## src/rtl/min_select_stream.sv

```systemverilog
// Streaming arg-min / arg-max selector: scans N candidate beats per frame and
// reports the winning candidate's distance, payload, coordinates and position.
module min_select_stream #(
    parameter int N  = 8,
    parameter int DW = 11,
    parameter int WW = 24,
    parameter int CW = 3,
    localparam int PW = (N > 1) ? $clog2(N) : 1
) (
    input  logic          clk,
    input  logic          rst,
    input  logic          mode,
    input  logic          in_valid,
    output logic          in_ready,
    input  logic [DW-1:0] in_dist,
    input  logic [WW-1:0] in_weight,
    input  logic [CW-1:0] in_x,
    input  logic [CW-1:0] in_y,
    output logic          out_valid,
    input  logic          out_ready,
    output logic [CW-1:0] X_c,
    output logic [CW-1:0] Y_c,
    output logic [WW-1:0] weight_c,
    output logic [DW-1:0] dist_c,
    output logic [PW-1:0] pos_c
);

    typedef enum logic [1:0] {IDLE, ACC, OUT} state_t;

    localparam logic [PW:0] N_L = N[PW:0];

    state_t        state, state_nxt;
    logic [PW:0]   cnt, cnt_inc;
    logic          mode_l;
    logic [DW-1:0] best_dist, nb_dist;
    logic [WW-1:0] best_weight, nb_weight;
    logic [CW-1:0] best_x, best_y, nb_x, nb_y;
    logic [PW-1:0] best_pos, nb_pos;
    logic          accept, last, replace, take;

    // Candidate best after the current beat; also what gets published on the last beat.
    always_comb begin
        accept    = in_valid && in_ready;
        cnt_inc   = cnt + 1'b1;
        last      = accept && (cnt_inc == N_L);
        replace   = mode_l ? (in_dist > best_dist) : (in_dist < best_dist);
        take      = (state == IDLE) || replace;
        nb_dist   = take ? in_dist   : best_dist;
        nb_weight = take ? in_weight : best_weight;
        nb_x      = take ? in_x      : best_x;
        nb_y      = take ? in_y      : best_y;
        nb_pos    = (state == IDLE) ? '0 : (replace ? cnt[PW-1:0] : best_pos);
    end

    always_ff @(posedge clk or posedge rst) begin
        if (rst) state <= IDLE;
        else     state <= state_nxt;
    end

    always_comb begin
        state_nxt = state;
        case (state)
            IDLE:    if (accept) state_nxt = last ? OUT : ACC;
            ACC:     if (last) state_nxt = OUT;
            OUT:     if (out_ready) state_nxt = IDLE;
            default: state_nxt = IDLE;
        endcase
    end

    always_comb begin
        in_ready  = (state != OUT);
        out_valid = (state == OUT);
    end

    always_ff @(posedge clk or posedge rst) begin
        if (rst) begin
            cnt         <= '0;
            mode_l      <= 1'b0;
            best_dist   <= '0;
            best_weight <= '0;
            best_x      <= '0;
            best_y      <= '0;
            best_pos    <= '0;
            X_c         <= '0;
            Y_c         <= '0;
            weight_c    <= '0;
            dist_c      <= '0;
            pos_c       <= '0;
        end else begin
            if (accept) begin
                cnt         <= cnt_inc;
                best_dist   <= nb_dist;
                best_weight <= nb_weight;
                best_x      <= nb_x;
                best_y      <= nb_y;
                best_pos    <= nb_pos;
                if (state == IDLE) mode_l <= mode;
            end
            if (last) begin
                X_c      <= nb_x;
                Y_c      <= nb_y;
                weight_c <= nb_weight;
                dist_c   <= nb_dist;
                pos_c    <= nb_pos;
            end
            if (state == OUT && out_ready) cnt <= '0;
        end
    end

endmodule

```

## config.mk

```make
export PLATFORM = sky130hd
export DESIGN_NAME = min_select_stream
export DESIGN_NICKNAME = d
export VERILOG_FILES = /design/src/rtl/min_select_stream.sv
export SDC_FILE = /design/constraint.sdc
export NUM_CORES = 1
export LEC_CHECK = 0
export ABC_AREA = 1
export CAP_MARGIN = 20
export CORE_UTILIZATION = 30
export DETAILED_ROUTE_END_ITERATION = 8
export GPL_ROUTABILITY_DRIVEN = 0
export SLEW_MARGIN = 20
export SYNTH_ARGS = -nofsm -noshare
export SYNTH_HDL_FRONTEND = slang
export SYNTH_SLANG_ARGS = --single-unit
```

## constraint.sdc

```tcl
create_clock -name clk -period 4 [get_ports clk]
set_clock_uncertainty 0.05 [all_clocks]
set_input_delay 0.4 -clock clk [delete_from_list [all_inputs] [get_ports clk]]
set_output_delay 0.4 -clock clk [all_outputs]
set_load 0.01 [all_outputs]
```

==> flow_results.xml <==
<?xml version="1.0" encoding="UTF-8"?>
<metrics>
  <group name="finish">
    <metric name="num_antenna_cells" unit="">0</metric>
    <metric name="area_growth_syn_to_layout" unit="%">24.6</metric>
    <metric name="post_layout_nonfiller_instances" unit="">949</metric>
    <metric name="finalNetCount" unit="">778</metric>
    <metric name="drive_above_1_share" unit="%">11.2</metric>
  </group>
  <group name="timing">
    <metric name="setup_viol" unit="">0</metric>
    <metric name="timing.final.crit_share" unit="%">71.4</metric>
    <metric name="setup_repair_after_global_routing_missed_its_margin" unit="">no</metric>
    <metric name="timing.final.crit_period" unit="ns">2.86</metric>
    <metric name="hold_ws" unit="ns">0.425</metric>
    <metric name="max_slew_violation_total_from_the_final_report" unit="">0</metric>
    <metric name="total_count_of_hold_check_failures_in_the_final_report" unit="">0</metric>
    <metric name="finalWorstSetupSlack" unit="ns">1.14</metric>
    <metric name="max_freq" unit="MHz">350</metric>
    <metric name="fin_tns_setup" unit="ns">0</metric>
    <metric name="tightest_slew" unit="ns">0.888</metric>
    <metric name="timing.max_slew.rel_slack" unit="%">40.7</metric>
  </group>
  <group name="logic_synthesis">
    <metric name="netlist_top_cells_count" unit="">204 x sky130_fd_sc_hd__nand2_1, 138 x sky130_fd_sc_hd__nand3_1, 95 x sky130_fd_sc_hd__dfrtp_1</metric>
    <metric name="synthesis.instances" unit="">643</metric>
    <metric name="syn-cell-area" unit="µm²">5270</metric>
    <metric name="count_leader_synth" unit="">sky130_fd_sc_hd__nand2_1</metric>
    <metric name="ys_types" unit="">27</metric>
    <metric name="postSynth.topFlopCell" unit="">sky130_fd_sc_hd__dfrtp_1</metric>
    <metric name="synth.area.top_cells" unit="">sky130_fd_sc_hd__dfrtp_1 45%, sky130_fd_sc_hd__nand2_1 15%, sky130_fd_sc_hd__nand3_1 13%</metric>
    <metric name="synth_warnings" unit="">0</metric>
    <metric name="synth_top_area_share" unit="%">45.1</metric>
    <metric name="seq_area_frac_synth" unit="%">45.1</metric>
    <metric name="synthDominantAreaCellType" unit="">sky130_fd_sc_hd__dfrtp_1</metric>
    <metric name="synth_enable_flop_cells" unit="">0</metric>
    <metric name="async_set_or_reset_flop_fraction_in_the_synthesized_netlist" unit="%">100</metric>
    <metric name="synth.net_count" unit="">702</metric>
    <metric name="syn-mean-instance-area" unit="µm²">8.20</metric>
    <metric name="postSynthRegisterBits" unit="">95</metric>
  </group>
  <group name="power_and_ir_drop">
    <metric name="power.leakage" unit="µW">0.00353</metric>
    <metric name="switching_share" unit="%">42.5</metric>
    <metric name="p_sw" unit="µW">2150</metric>
    <metric name="pwr-share-clk" unit="%">16.7</metric>
    <metric name="share_seq_of_total_power" unit="%">33.1</metric>
    <metric name="irDropWorstVdd" unit="µV">446</metric>
    <metric name="p_int" unit="µW">2920</metric>
    <metric name="p_per_area" unit="nW/µm²">772</metric>
    <metric name="total_power" unit="µW">5070</metric>
    <metric name="share_comb_of_total_power" unit="%">50.2</metric>
  </group>
  <group name="clocking">
    <metric name="cts_max_level" unit="">3</metric>
    <metric name="clk_sinks" unit="">95</metric>
    <metric name="clk_latency_worst_skew_pair" unit="ns">0.35</metric>
    <metric name="buffer_type_at_the_clock_tree_root" unit="">sky130_fd_sc_hd__clkbuf_16</metric>
    <metric name="tritoncts" unit="">yes</metric>
    <metric name="clock_path_buffers" unit="">2</metric>
    <metric name="ctsHoldBuffers" unit="">0</metric>
    <metric name="post_cts.resized_instances" unit="">0</metric>
    <metric name="clkTransAtPathRegs" unit="ns">0.07</metric>
    <metric name="cts_buffers" unit="">9</metric>
    <metric name="cts_setup_buffers" unit="">0</metric>
  </group>
  <group name="die">
    <metric name="design.portCount" unit="">92</metric>
    <metric name="die_area" unit="µm²">18100</metric>
    <metric name="floorplan.core_area" unit="µm²">17200</metric>
    <metric name="die-height" unit="µm">135</metric>
    <metric name="num_rows" unit="">48</metric>
    <metric name="die_w" unit="µm">135</metric>
    <metric name="floorplan.initialDensity" unit="%">30.6</metric>
  </group>
  <group name="critical_path">
    <metric name="worst_path_max_delay_cell" unit="">sky130_fd_sc_hd__inv_2</metric>
    <metric name="startpoint_type" unit="">register</metric>
    <metric name="cp_cell_sequence" unit="">ha_1 &gt; xor2_1 &gt; nor2_2 &gt; nand3_4 &gt; inv_2 &gt; nand3_1 &gt; nand2_1</metric>
    <metric name="crit_path_end_kind" unit="">register</metric>
    <metric name="worst_path_largest_cell_delay" unit="ns">0.89</metric>
    <metric name="worst_path_required" unit="ns">4.23</metric>
    <metric name="critical_path_arrival" unit="ns">3.09</metric>
    <metric name="timing.setup.critical_path_class" unit="">reg2reg</metric>
    <metric name="worstPathMaxFanout" unit="">46</metric>
  </group>
  <group name="routing">
    <metric name="route.final.wire_length" unit="mm">12.4</metric>
    <metric name="drtIter0Drc" unit="">184</metric>
    <metric name="routedWlPerCell" unit="µm">13.1</metric>
    <metric name="drc_viols" unit="">0</metric>
    <metric name="post_drt_via_cell_ratio" unit="">4.41</metric>
    <metric name="drt_first_pass_iters" unit="">4</metric>
    <metric name="route.antenna.remaining_nets" unit="">0</metric>
    <metric name="via_count" unit="">4186</metric>
  </group>
  <group name="global_routing">
    <metric name="maximum_number_of_pins_on_one_net_before_global_route_repair" unit="">67</metric>
    <metric name="first_global_vias" unit="">4148</metric>
    <metric name="grt_first_pass_wirelength" unit="mm">21.1</metric>
    <metric name="grt_overflow" unit="">0</metric>
    <metric name="grt_use_total" unit="%">15.0</metric>
    <metric name="grt_antenna_before_repair" unit="">0</metric>
  </group>
  <group name="run_status">
    <metric name="status" unit="">completed</metric>
  </group>
  <group name="placement">
    <metric name="dp_slack" unit="ns">0.884</metric>
    <metric name="place_hpwl" unit="mm">7.76</metric>
    <metric name="place.detailed.instances" unit="">933</metric>
    <metric name="port-buffer-count" unit="">91</metric>
  </group>
  <group name="hold_path">
    <metric name="timing.hold.worst.class" unit="">reg2reg</metric>
  </group>
  <group name="run">
    <metric name="max_cap_violations" unit="">0</metric>
  </group>
</metrics>
[cell families (layout without fill, tap and decap cells)]
| logic type | count (synthesis) | in the layout | synth area share, % |
|---|---|---|---|
| flip-flops | 95 | 95 | 45.1 |
| XOR/XNOR | 2 | 2 | 0.332 |
| adder cells (fa/ha/maj) | 13 | 13 | 3.09 |
| AO/OA/AOI/OAI | 9 | 9 | 0.949 |
| buffers and inverters | 126 | 207 | 11.2 |
| AND/OR/NAND/NOR | 398 | 398 | 39.4 |
[final timing paths]
path                           start            to  slack (ns)  cells after the start
setup / recovery              cnt[0]     dist_c[3]        1.14                      7
hold / removal             best_x[2]     best_x[2]        0.43                      2
setup reg to reg              cnt[0]     dist_c[3]        1.14                      7
hold reg to reg            best_x[2]     best_x[2]        0.43                      2
max in group asynchronous        rst     dist_c[7]        2.59                      3
min in group asynchronous        rst  weight_c[12]        0.53                      2
[metrics by stage]
step	instance area (µm²)	utilization (%)
5_1_grt	6570	38.1
3_3_place_gp	6270	36.4
3_5_place_dp	6270	36.4
2_1_floorplan	5270	-
6_report	6570	38.1
4_1_cts	6570	38.1
[state kept, by name, indices dropped and copies added (netlist names), 4 cells and up]
signal       cells
best_dist       11
best_weight     24
weight_c        24
dist_c          11
cnt              4
[power groups by stage]
| stage | Sequential, µW | Clock, µW | Combinational (µW) |
|---|---|---|---|
| final | 1680 | 846 | 2550 |
| after CTS | 1680 | 885 | 2590 |
| after global routing | 1740 | 928 | 2880 |
| after detailed placement | 1690 | 0 | 2570 |
| after floorplan | 1750 | 0 | 1860 |
| after global placement | 1690 | 0 | 2550 |
[metal layers]
layer	share of wire [%]	up-vias	GRT usage, %
met3	4.3	11	3.75
met1	49	1948	20.5
met4	1.2	0	3.93
met5	0	-	0
met2	46	86	23.6
li1	-	2141	-
[placed cells by master, fill, tap and decap left out, types with 3 or more instances in the layout]
cell / Yosys / routed
sky130_fd_sc_hd__ha_1: 13 / 13
sky130_fd_sc_hd__clkbuf_16: 0 / 9
sky130_fd_sc_hd__clkbuf_8: 0 / 3
sky130_fd_sc_hd__inv_1: 89 / 88
sky130_fd_sc_hd__o21ai_0: 4 / 4
sky130_fd_sc_hd__dfrtp_1: 95 / 95
sky130_fd_sc_hd__inv_2: 6 / 6
sky130_fd_sc_hd__nand2_4: 42 / 42
sky130_fd_sc_hd__clkdlybuf4s50_1: 0 / 91
sky130_fd_sc_hd__nand3_1: 138 / 138
sky130_fd_sc_hd__nand2_1: 204 / 204
sky130_fd_sc_hd__buf_4: 13 / 5
[area by class of cell]
class / instances / area (µm²)
multi-input combinational: 422 / 2300
timing repair buffer: 96 / 948
inverter: 95 / 359
sequential: 95 / 2380
fill: 1771 / 10700
clock inverter: 4 / 28.8
clock buffer: 12 / 267
tap: 225 / 282
[worst max-delay path, delay by kind of cell (launching register included)]
kind,cells,cell delay (ns)
and+or+nand+nor,4,0.93
DFF,1,0.44
xor gates and xnor gates,1,0.18
adders and majority gates,1,0.23
buffers and inverters,1,0.89
Power figures use the tool's default switching activity.
